[src/rtl/tmds_decoder.sv]
// Single-channel DVI TMDS receive decoder: finds symbol alignment from control
// tokens in the deserialized stream, then decodes pixel data and control values.
module tmds_decoder #(
    parameter int SEARCH_WINDOW = 4096,
    parameter int LOCK_TOKENS   = 8
) (
    input  logic       clk_pix,
    input  logic       rst_pix_n,
    input  logic [9:0] raw_in,
    output logic [7:0] d,
    output logic [1:0] c,
    output logic       de,
    output logic       locked,
    output logic [3:0] offset
);

    localparam int WD_W  = $clog2(SEARCH_WINDOW);
    localparam int CNT_W = $clog2(LOCK_TOKENS + 1);
    localparam logic [WD_W-1:0]  WD_MAX   = WD_W'(SEARCH_WINDOW - 1);
    localparam logic [CNT_W-1:0] CNT_LOCK = CNT_W'(LOCK_TOKENS);

    typedef enum logic [1:0] {
        ST_SEARCH = 2'd0,
        ST_VERIFY = 2'd1,
        ST_LOCKED = 2'd2
    } state_t;

    // Returns {hit, control value} for the four TMDS control tokens.
    function automatic logic [2:0] tok_lookup(input logic [9:0] q);
        logic [2:0] r;
        case (q)
            10'h354: r = 3'b100;
            10'h0AB: r = 3'b101;
            10'h154: r = 3'b110;
            10'h2AB: r = 3'b111;
            default: r = 3'b000;
        endcase
        return r;
    endfunction

    // Undoes the optional inversion, then the XOR/XNOR transition chain.
    function automatic logic [7:0] tmds_data(input logic [9:0] q);
        logic [7:0] di;
        logic [7:0] r;
        di   = q[9] ? ~q[7:0] : q[7:0];
        r[0] = di[0];
        for (int i = 1; i < 8; i++) begin
            r[i] = q[8] ? (di[i] ^ di[i-1]) : ~(di[i] ^ di[i-1]);
        end
        return r;
    endfunction

    logic [9:0]       prev_raw_q, prev_raw_d;
    logic [9:0]       aligned_q, aligned_d;
    logic [3:0]       offset_q, offset_d;
    state_t           state_q, state_d;
    logic [CNT_W-1:0] tok_cnt_q, tok_cnt_d;
    logic [WD_W-1:0]  wd_q, wd_d;
    logic [1:0]       holdoff_q, holdoff_d;
    logic [7:0]       d_q, d_d;
    logic [1:0]       c_q, c_d;
    logic             de_q, de_d;
    logic             locked_q, locked_d;

    logic [19:0]      window_s;
    logic             tok_hit_s;
    logic [1:0]       tok_c_s;
    logic             tok_eff_s;
    logic             wd_exp_s;
    logic             slip_s;
    logic [CNT_W-1:0] tok_cnt_inc_s;

    // Word window extraction and token classification of the aligned word.
    always_comb begin
        prev_raw_d           = raw_in;
        window_s             = {raw_in, prev_raw_q};
        aligned_d            = 10'(window_s >> offset_q);
        {tok_hit_s, tok_c_s} = tok_lookup(aligned_q);
        // Right after a slip the aligned register still holds a word cut at the old offset.
        tok_eff_s            = tok_hit_s & (holdoff_q == 2'd0);
        wd_exp_s             = (wd_q == WD_MAX);
    end

    // Alignment FSM next state, slip, token counter and watchdog.
    always_comb begin
        state_d       = state_q;
        tok_cnt_d     = tok_cnt_q;
        slip_s        = 1'b0;
        tok_cnt_inc_s = tok_cnt_q + CNT_W'(1);
        case (state_q)
            ST_SEARCH: begin
                if (tok_eff_s) begin
                    state_d   = ST_VERIFY;
                    tok_cnt_d = CNT_W'(1);
                end else if (wd_exp_s) begin
                    slip_s = 1'b1;
                end else begin
                    slip_s = 1'b0;
                end
            end
            ST_VERIFY: begin
                if (tok_eff_s) begin
                    if (tok_cnt_inc_s >= CNT_LOCK) begin
                        state_d   = ST_LOCKED;
                        tok_cnt_d = CNT_LOCK;
                    end else begin
                        tok_cnt_d = tok_cnt_inc_s;
                    end
                end else begin
                    state_d   = ST_SEARCH;
                    tok_cnt_d = '0;
                    slip_s    = wd_exp_s;
                end
            end
            ST_LOCKED: begin
                if (!tok_eff_s && wd_exp_s) begin
                    state_d   = ST_SEARCH;
                    tok_cnt_d = '0;
                end else begin
                    state_d = ST_LOCKED;
                end
            end
            default: begin
                state_d   = ST_SEARCH;
                tok_cnt_d = '0;
            end
        endcase

        if (slip_s) begin
            offset_d  = (offset_q == 4'd9) ? 4'd0 : offset_q + 4'd1;
            holdoff_d = 2'd2;
        end else begin
            offset_d  = offset_q;
            holdoff_d = (holdoff_q != 2'd0) ? holdoff_q - 2'd1 : 2'd0;
        end

        if (tok_eff_s || slip_s || (state_d != state_q)) begin
            wd_d = '0;
        end else begin
            wd_d = wd_q + WD_W'(1);
        end
    end

    // Output stage: control tokens and data symbols only pass while locked.
    always_comb begin
        d_d      = 8'd0;
        c_d      = 2'd0;
        de_d     = 1'b0;
        locked_d = (state_q == ST_LOCKED);
        if (state_q == ST_LOCKED) begin
            if (tok_hit_s) begin
                c_d = tok_c_s;
            end else begin
                de_d = 1'b1;
                d_d  = tmds_data(aligned_q);
                c_d  = c_q;
            end
        end else begin
            c_d = 2'd0;
        end
    end

    // State registers.
    always_ff @(posedge clk_pix or negedge rst_pix_n) begin
        if (!rst_pix_n) begin
            prev_raw_q <= 10'd0;
            aligned_q  <= 10'd0;
            offset_q   <= 4'd0;
            state_q    <= ST_SEARCH;
            tok_cnt_q  <= '0;
            wd_q       <= '0;
            holdoff_q  <= 2'd0;
            d_q        <= 8'd0;
            c_q        <= 2'd0;
            de_q       <= 1'b0;
            locked_q   <= 1'b0;
        end else begin
            prev_raw_q <= prev_raw_d;
            aligned_q  <= aligned_d;
            offset_q   <= offset_d;
            state_q    <= state_d;
            tok_cnt_q  <= tok_cnt_d;
            wd_q       <= wd_d;
            holdoff_q  <= holdoff_d;
            d_q        <= d_d;
            c_q        <= c_d;
            de_q       <= de_d;
            locked_q   <= locked_d;
        end
    end

    assign d      = d_q;
    assign c      = c_q;
    assign de     = de_q;
    assign locked = locked_q;
    assign offset = offset_q;

endmodule
[config.mk]
export PLATFORM = sky130hd
export DESIGN_NAME = tmds_decoder
export DESIGN_NICKNAME = d
export VERILOG_FILES = /design/src/rtl/tmds_decoder.sv
export SDC_FILE = /design/constraint.sdc
export NUM_CORES = 1
export LEC_CHECK = 0
export ABC_AREA = 0
export BUFFER_PORTS_ARGS = -buffer_cell sky130_fd_sc_hd__buf_2
export CORE_MARGIN = 1
export CORE_UTILIZATION = 59
export DETAILED_ROUTE_END_ITERATION = 10
export HOLD_SLACK_MARGIN = 0.15
export PLACE_DENSITY_LB_ADDON = 0.1
export SETUP_SLACK_MARGIN = 0.5
export SYNTH_ARGS = -nofsm -noshare
export SYNTH_HDL_FRONTEND = slang
export SYNTH_SLANG_ARGS = --single-unit
[constraint.sdc]
create_clock -name clk_pix -period 2.3 [get_ports clk_pix]
set_input_delay 0.46 -clock clk_pix [delete_from_list [all_inputs] [get_ports clk_pix]]
set_output_delay 0.46 -clock clk_pix [all_outputs]
set_load 0.01 [all_outputs]
# == Word-level counts from Yosys, hierarchy flattened ==
# Cells that the tools add are included.
# totals
input_bits,12
ff_bits,56
elab_cells,86
# classes
n_lt_le_gt_ge,1
shift,1
n_eq_ne,12
bitwise_logic,16
addsub,4
muxes,33
reduce_logical,8
# ops
operator,count
2-to-1 mux 8 bit,3
== test 10 bit (second input constant),2
2-to-1 mux 4 bit,5
>> shifter 20 x 4 -> 10 bit,1
2-to-1 mux 2 bit,8
adder 12 x 1 -> 12 bit (second input constant),1
== test 12 bit (second input constant),1
2-to-1 mux 1 bit,12
2-to-1 mux 12 bit,1
one-hot mux 3 bit (4 select lines),1
one-hot mux 4 bit (3 select lines),1
== test 10 x 8 -> 1 bit (second input constant),1
== test 10 x 9 -> 1 bit (second input constant),1
adder 4 x 1 -> 4 bit (second input constant),2
inverter 8 bit,1
inverter 1 bit,7
bitwise XOR 1 bit,7
one-hot mux 2 bit (3 select lines),1
== test 4 bit (second input constant),1
greater-or-equal comparator 4 bit (second input constant),1
logical NOT 2 bit,2
inequality test 2 x 1 -> 1 bit (second input constant),2
== test 2 x 1 -> 1 bit (second input constant),1
== test 2 bit (second input constant),1
10 further kinds,11

# == Longest topological paths before layout ==
# Gate-level depths: netlist (run 1).
# logic_depth
word_depth,10
depth_mapped,8

# == Least setup slack after synthesis (run 1) ==
# No wires, ideal clock.
# synth_path
kind,reg-to-reg
startpoint,register aligned_q[8]
endpoint,register tok_cnt_q[1]
stages_incl_launch_ff,7
synth_period_minus_slack_ns,1.788
path_buffers,1
setup_slack_ns,0.512
arrival_ns,1.667
required_time_ns,2.179
setup_ns,0.121
path_cell_list,dfrtp_1 buf_6 and4bb_1 nand2_2 a2111oi_4 a211oi_1 a22o_1
# synth_between
elab_chain_len,7
elab_cells_between_ends,13
classes_between,eq/ne (6); mux (3); bitwise (1); reduce/logical (3)
# synth_rtl
element,line,rtl
from (decl),54,"logic [9:0] aligned_q, aligned_d;"
from (signal assigned),179,aligned_q <= aligned_d;
"== test 10 bit, or another cell as far along",31,case (q)
one-hot mux 3 bit (4 select lines) (*),31,
AND 1 bit (*),80,tok_eff_s = tok_hit_s & (holdoff_q == 2'd0);
logical NOT 1 bit,116,if (!tok_eff_s && wd_exp_s) begin
logical AND 1 bit,116,
inequality test 2 x 1 -> 1 bit (no source line),-,
AND reduction 2 bit (no source line),-,
to (signal assigned),182,tok_cnt_q <= tok_cnt_d;
to (decl),57,"logic [CNT_W-1:0] tok_cnt_q, tok_cnt_d;"
# Every way passes the cells marked *; elsewhere a longest branch is shown, timed or not.
# A chain may end at the register's enable or synchronous reset.

# == Worst setup path after layout (run 1) ==
# layout_path
startpoint,register aligned_q[8]
endpoint,register tok_cnt_q[2]
# Same word-level chain as after synthesis.

==> results of run 1 <==
## worst min-delay path by stage
stage / cells after the start / start / to / slack [ps]
floorplan: 0 / rst_pix_n / aligned_q[0] / 160
global placement: 1 / rst_pix_n / tok_cnt_q[0] / 480
detailed placement: 1 / wd_q[0] / wd_q[0] / 480
CTS: 1 / raw_in[6] / prev_raw_q[6] / 280
global route: 1 / raw_in[6] / prev_raw_q[6] / 280
finish: 1 / raw_in[6] / prev_raw_q[6] / 280
## worst max-delay path, cell delays in order (launching register included)
cell and delay (ps):
dfrtp_2 470, and4bb_1 340, nand2_4 90, a2111oi_4 440
buf_4 200, buf_4 100, o41ai_2 60
## logic make-up after synthesis
logic type | Yosys count | synth area share [%]
simple gates | 89 | 15.4
flops | 56 | 47.5
fa+ha+maj | 4 | 1.70
compound gates | 38 | 10.1
buf+inv | 23 | 3.65
xor+xnor | 24 | 7.12
mux | 31 | 14.6
## layout make-up
class                   instances  area [um2]
clock inverters                 1        7.51
well taps                      67        83.8
clock buffers                   7        86.3
multi-input cells             186        1470
flip-flops and latches         56        1410
repair buffers                 52         329
inverters                       8        30.0
fillers                       349        1340
## flip-flops by register name, summed over array words and instances, names as in the netlist
signal	flops
aligned_q	10
c	2
d	8
de	1
holdoff_q	2
locked	1
offset	4
prev_raw_q	10
state_q	2
tok_cnt_q	4
wd_q	12
## power by group through the flow
stage          registers [mW]  logic [mW]  clock network, mW
5_1_grt                  1.16       0.347              0.606
4_1_cts                  1.15       0.294              0.569
3_3_place_gp             1.17       0.271                  0
2_1_floorplan            1.15       0.207                  0
6_report                 1.15       0.306              0.556
3_5_place_dp             1.17       0.275                  0
## per-stage QoR
| step | std cells | worst slack (ps) | hold WS (ps) | instance area [um2] | total power [mW] |
|---|---|---|---|---|---|
| after floorplan | 265 | 512 | 164 | 2950 | 1.36 |
| after detailed placement | 349 | 366 | 480 | 3130 | 1.44 |
| final | 377 | 487 | 282 | 3420 | 2.01 |
| after CTS | 366 | 481 | 280 | 3320 | 2.01 |
| after global placement | 349 | 409 | 479 | 3130 | 1.44 |
| after global routing | 377 | 416 | 275 | 3420 | 2.12 |
## per-layer routing
layer	routed length (um)	global-route usage [%]	up-vias
met5	0	0	-
met2	2590	36.6	48
li1	-	-	1030
met1	2610	31.4	990
met3	181	4.14	5
met4	68	7.19	0
## what timing repair did
action	in CTS	in global routing
pin swaps	5	4
endpoints found under the hold margin	6	0
endpoints found under the setup margin	26	26
resized for setup	11	6
hold buffers	1	0
buffers inserted	8	11
## synthesized netlist by cell type (5+ instances only)
library cell   n
nor2_1        36
dfrtp_1       56
a211oi_1       5
buf_2          5
a21oi_1        9
nand2_1       19
xor2_1         8
mux4_2         9
clkbuf_1       6
mux2_2         6
mux2i_1       16
xnor2_1       16
nand3_1        8
inv_1          8
==> results.toml, run 1 <==
[synthesis]
synth_largest_area_cell = "dfrtp_1"
ys_types = 47
synthFlopType = "dfrtp_1"
syn-mean-instance-area_um2 = 11.1
syn_nets = 281
synthTopCellsByArea = "dfrtp_1 47%, mux4_2 6.9%, mux2i_1 5.4%"
ys_seq_area_share_pct = 47.5
synth_edf_count = 0
synth_top_area_share_pct = 47.5
syn-instance-count = 265
yosysWarnings = 0
ys_ff_latch = 56
syn_area_um2 = 2950
async_flop_share_pct = 100

[cts]
root_buffer = "clkbuf_8"
cts_buffers = 5
htreeDepth = 2
clk_path_buf_depth = 2
clk_latency_ps = 310
clock-sinks = 56
cts_tree = "yes"
path_clk_slew_ps = 100

[sta]
drv_slew = 0
rsz0062_at_grt = "true"
fin_crit_ps = 1810
fin_setup_tns_ps = 0
hold_viol_final = 0
tightest_slew_ps = 583
skew_ps = 6.84
timing.fmax_mhz = 552
period_share_pct = 78.8
setup_violations = 0
slew_headroom_pct = 61.1

[final_layout]
syn_to_final_growth_pct = 15.8
final_cell_mix = "52 x dfrtp_1, 36 x nor2_1, 27 x buf_2"
antennaDiodeCount = 0
final_common_cell = "dfrtp_1"
layout.nets = 325
drive_above_1_share_pct = 29.7
final_util_pct = 71.9

[floorplanning]
die_y_um = 72.7
num_rows = 25
core_um2 = 4750
initial_core_util_pct = 62.1
pin_count = 28
dieArea_um2 = 5290
die_w_um = 72.7

[placed_design]
gp_congestion = 0.831
post-dp-hpwl_mm = 3.82
io_buffers = 27

[grt]
grt_util_all_layers_pct = 22.7
antenna_found_initial = 0
first_global_vias = 1942
grt_pass1_wl_mm = 9.03
grt-ovfl-total = 0
grt_start_max_net_pins = 28

[pwr]
p_clk_share_pct = 27.7
p_leak_nw = 1.57
ir_drop_mv = 0.651
power_density_nw_per_um2 = 589
seqPwrFrac_pct = 57.1
p_sw_share_pct = 27.0
comb_power_share_pct = 15.2
internal_power_mw = 1.47
switchingPower_mw = 0.543

[worst_setup_path]
endpoint_kind = "register"
critPathRequiredTime_ps = 2490
arrival_ps = 2000
reg2reg_slack_ps = 490
crit_end = "tok_cnt_q[2]"
critPathLaunch = "aligned_q[8]"
reg2reg_depth = 6
r2r-start = "aligned_q[8]"
r2r-end = "tok_cnt_q[2]"
cp_max_fo = 6
critical_path_class = "reg2reg"
worst_setup_path_start_kind = "register"

[routing]
drt-pass1-iter-count = 4
num_vias = 2073
vias_per_cell = 5.50
drtIter0Drc = 85
routedWlPerCell_um = 14.4
drt.antenna.violating_nets = 0
drc = 0
wl_mm = 5.44

[run_status]
status = "complete, no violations"

[job]
drv_cap = 0

[min_path]
hold_class = "in2reg"
No activity file was read; power rests on OpenSTA's default activity.
==> run 2: changes to the inputs <==
--- a/config.mk
+++ b/config.mk
@@ -8,7 +8,7 @@
 export ABC_AREA = 0
 export BUFFER_PORTS_ARGS = -buffer_cell sky130_fd_sc_hd__buf_2
 export CORE_MARGIN = 1
-export CORE_UTILIZATION = 59
+export CORE_UTILIZATION = 53
 export DETAILED_ROUTE_END_ITERATION = 10
 export HOLD_SLACK_MARGIN = 0.15
 export PLACE_DENSITY_LB_ADDON = 0.1
==> constraint.sdc (replaced) <==
create_clock -name clk_pix -period 1.49 [get_ports clk_pix]
set_input_delay 0.298 -clock clk_pix [delete_from_list [all_inputs] [get_ports clk_pix]]
set_output_delay 0.298 -clock clk_pix [all_outputs]
set_load 0.01 [all_outputs]
==> results.toml, run 2 (synthesized netlist as in run 1, its figures left out) <==
[worst_setup_path]
critical_path_class = "reg2reg"
critPathRequiredTime_ps = 1680
arrival_ps = 1950
worst_setup_path_start_kind = "register"
cp_max_fo = 6
endpoint_kind = "register"

[sta]
period_share_pct = 118
slew_headroom_pct = 57.6
timing.fmax_mhz = 568
skew_ps = 7.41
hold_viol_final = 0
setup_violations = 44
fin_hold_ws_ps = 166
fin_crit_ps = 1760
rsz0062_at_grt = "true"
fin_setup_tns_ps = -7710
tightest_slew_ps = 636
fin_ws_ps = -269
drv_slew = 0

[grt]
antenna_found_initial = 0
grt_pass1_wl_mm = 11.4
use_met2_pct = 43.6
globalRouteMet1Util_pct = 32.3
grt_util_all_layers_pct = 25.0
grt_util_met3_pct = 4.07
first_global_vias = 2441
grt_busiest_layer = "met2"
grt_start_max_net_pins = 57
grt-ovfl-total = 0

[floorplanning]
die_w_um = 76.6
core_um2 = 5240
pin_count = 28
initial_core_util_pct = 56.3
die_y_um = 76.6
dieArea_um2 = 5870
num_rows = 26

[final_layout]
final_common_cell = "buf_4"
drive_above_1_share_pct = 50.0
syn_to_final_growth_pct = 47.5
largest_reg_flops = 12
antennaDiodeCount = 0
top_register = "wd_q"
top_regs = "wd_q (12), aligned_q (10), prev_raw_q (10)"
final_util_pct = 83.1
layout.nets = 389
final_cell_mix = "58 x buf_4, 53 x dfrtp_1, 24 x nor2_1"

[pwr]
power_mw = 3.57
power_density_nw_per_um2 = 820
p_leak_nw = 1.98
ir_drop_mv = 0.591

[cts]
cts_buffers = 5
clock-sinks = 56
clk_latency_ps = 310
cts_tree = "yes"
path_clk_slew_ps = 110
clk_path_buf_depth = 2
root_buffer = "clkbuf_8"
htreeDepth = 2

[job]
drv_cap = 0

[routing]
routedWlPerCell_um = 17.0
drt.antenna.violating_nets = 0
wl_mm = 7.56
num_vias = 2470
vias_per_cell = 5.56
drtIter0Drc = 110
drt-pass1-iter-count = 4
drc = 0

[placed_design]
pre_cts_slack_ps = -294
gp_congestion = 0.832
io_buffers = 27
post-dp-hpwl_mm = 4.35

[run_status]
status = "finished with violations"
violations = "setup timing"

[min_path]
hold_class = "in2reg"
==> run 2: power breakdown <==
| part | leakage [nW] | switching [mW] | internal, mW |
|---|---|---|---|
| Combinational | 1.20 | 0.373 | 0.452 |
| Sequential | 0.715 | 0.0744 | 1.64 |
| Clock | 0.0583 | 0.517 | 0.507 |
| Total | 1.98 | 0.965 | 2.60 |
==> run 2: layer usage <==
metal  part of all wire [%]  vias up
li1                       -     1159
met1                     41     1243
met2                     54       60
met3                    3.1        8
met4                    1.1        0
met5                      0        -
==> run 2: path summary, 6_finish.rpt <==
path | startpoint | end | slack (ps) | cells after the start
max | offset[1] | aligned_q[6] | -270 | 6
min | raw_in[2] | prev_raw_q[2] | 170 | 1
max reg2reg | offset[1] | aligned_q[6] | -270 | 6
min reg2reg | holdoff_q[0] | holdoff_q[0] | 570 | 1
max in group asynchronous | rst_pix_n | offset[1] | 710 | 3
min in group asynchronous | rst_pix_n | d[5] | 510 | 3
==> run 2: area by class of cell <==
type                    instances  area (um2)
fillers                       276         885
clock buffers                   5        68.8
flip-flops and latches         56        1410
well taps                      70        87.6
clock inverters                 3        47.5
inverters                       8        30.0
multi-input cells             186        1730
repair buffers                116         987
==> run 2: critical path, cell delays in order, from the launching register on <==
cell and delay, ps:
dfrtp_2 470, clkbuf_16 180, mux2_4 330, mux2i_2 220, nor2_1 100, a31oi_1 210
mux2i_1 130
==> run 2: metrics by stage <==
step	cells	cell area [um2]
finish	444	4350
global route	444	4350
CTS	434	4100
detailed placement	397	3560
global placement	397	3560
floorplan	265	3040
==> run 2: timing repair <==
action,4_1_cts,5_1_grt
setup endpoints to repair,61,62
pin swaps,8,5
hold endpoints to repair,63,0
buffers inserted,20,9
hold buffers,8,0
resized for setup,48,34
gates cloned,1,1
==> run 3: changes to the inputs <==
==> constraint.sdc (replaced) <==
create_clock -name clk_pix -period 1.5 [get_ports clk_pix]
set_input_delay 0.3 -clock clk_pix [delete_from_list [all_inputs] [get_ports clk_pix]]
set_output_delay 0.3 -clock clk_pix [all_outputs]
set_load 0.01 [all_outputs]
==> results.toml, run 3 (synthesized netlist as in run 1, its figures left out) <==
[placed_design]
post-dp-hpwl_mm = 4.37
gp_congestion = 0.854
io_buffers = 27
pre_cts_slack_ps = -267

[worst_setup_path]
endpoint_kind = "register"
critPathLaunch = "aligned_q[3]"
path_cells = "and4bb_1 > nand4_4 > a2111oi_4 > buf_4 > a32o_1"
critical_path_class = "reg2reg"
crit_end = "tok_cnt_q[3]"
reg2reg_slack_ps = -250
r2r-start = "aligned_q[3]"
r2r-end = "tok_cnt_q[3]"
arrival_ps = 2010
critPathRequiredTime_ps = 1760
cpMaxStageDelayCell = "a2111oi_4"
reg2reg_depth = 5
max_stage_delay_ps = 480
cp_max_fo = 4
worst_setup_path_start_kind = "register"

[final_layout]
top_register = "wd_q"
layout.nets = 381
multiInputGateArea_um2 = 1760
final_cell_mix = "52 x dfrtp_1, 51 x buf_4, 23 x nor2_1, 23 x buf_2, 18 x buf_6"
top_regs = "wd_q (12), aligned_q (10), prev_raw_q (10)"
final_common_cell = "dfrtp_1"
drive_above_1_share_pct = 49.7
nFillCells = 289
syn_to_final_growth_pct = 45.0
regArea_um2 = 1410
antennaDiodeCount = 0
largest_reg_flops = 12

[cts]
htreeDepth = 2
path_clk_slew_ps = 100
clk_latency_ps = 310
cts_tree = "yes"
clk_path_buf_depth = 2
root_buffer = "clkbuf_8"
cts_buffers = 5
clock-sinks = 56

[run_status]
violations = "setup timing"
status = "finished with violations"

[pwr]
p_leak_nw = 1.92
power_mw = 3.35
p_clk_share_pct = 25.9
ir_drop_mv = 0.610
comb_power_share_pct = 22.9
internal_power_mw = 2.42
seqPwrFrac_pct = 51.2
p_sw_share_pct = 27.8
switchingPower_mw = 0.934
power_density_nw_per_um2 = 784

[floorplanning]
initial_core_util_pct = 56.3
num_rows = 26
dieArea_um2 = 5870
die_w_um = 76.6
core_um2 = 5240
die_y_um = 76.6
pin_count = 28

[grt]
antenna_found_initial = 0
first_global_vias = 2384
grt_util_all_layers_pct = 24.0
grt_pass1_wl_mm = 11.0
grt_start_max_net_pins = 57
grt-ovfl-total = 0

[routing]
dr_wl_met2_mm = 3.74
vias_per_cell = 5.63
routedWlPerCell_um = 16.4
routedLengthMet1_mm = 3.06
met3_length_um = 231
drt-pass1-iter-count = 5
drc = 0
highest_layer = "met4"
wl_mm = 7.15
drtIter0Drc = 81
num_vias = 2456
drt.antenna.violating_nets = 0

[sta]
period_share_pct = 117
fin_ws_ps = -254
timing.fmax_mhz = 570
fin_setup_tns_ps = -4990
fin_crit_ps = 1750
rsz0062_at_grt = "true"
drv_slew = 0
hold_viol_final = 0
tightest_slew_ps = 557
slew_headroom_pct = 62.8
skew_ps = 9.26
setup_violations = 33

[min_path]
min_from = "raw_in[2]"
hold_class = "in2reg"

[job]
drv_cap = 0
[run 3: worst min-delay path by stage]
stage | endpoint | cells after the start | slack (ps)
after detailed placement | d[5] | 2 | 320
after floorplan | aligned_q[0] | 0 | 4
after global placement | d[5] | 2 | 320
after CTS | prev_raw_q[2] | 1 | 160
after global routing | prev_raw_q[2] | 1 | 150
final | prev_raw_q[2] | 1 | 170
[run 3: worst max-delay path: cells and delay by family (launching register included)]
kind | cells | cell delay (ps)
compound gates | 2 | 640
buf+inv | 1 | 210
flops | 1 | 400
simple gates | 2 | 450
[run 3: power groups by stage]
| stage | logic [mW] | clock network, mW | registers (mW) |
|---|---|---|---|
| floorplan | 0.339 | 0 | 1.76 |
| global placement | 0.651 | 0 | 1.74 |
| detailed placement | 0.663 | 0 | 1.74 |
| CTS | 0.702 | 0.879 | 1.71 |
| global route | 0.850 | 0.932 | 1.73 |
| finish | 0.767 | 0.869 | 1.72 |
[run 3: area by class of cell]
type / instances / share of cell area, %
clock buffer: 7 / 2.02
tap: 70 / 2.05
timing repair buffer: 106 / 21.1
clock inverter: 1 / 0.175
sequential: 56 / 32.9
inverter: 8 / 0.702
multi-input combinational: 188 / 41.1
[run 3: routing by layer]
metal / track usage [%] / up-vias
met5: 0 / -
met4: 9.62 / 0
met3: 4.07 / 11
met2: 41.4 / 71
met1: 30.1 / 1231
li1: - / 1143
[run 3: timing repair]
action | 4_1_cts | 5_1_grt
endpoints found under the hold margin | 63 | 0
cloned | 2 | 2
hold buffers | 8 | 0
endpoints found under the setup margin | 61 | 62
setup buffers | 16 | 5
resized for setup | 52 | 35
pin swaps | 4 | 12
[run 3: through the flow]
step	cells	hold slack (ps)	instance area, um2	util, %
floorplan	265	4.41	3040	-
global placement	395	319	3540	67.7
detailed placement	395	320	3540	67.7
CTS	429	158	4080	77.9
global route	436	148	4280	81.7
finish	436	165	4280	81.7
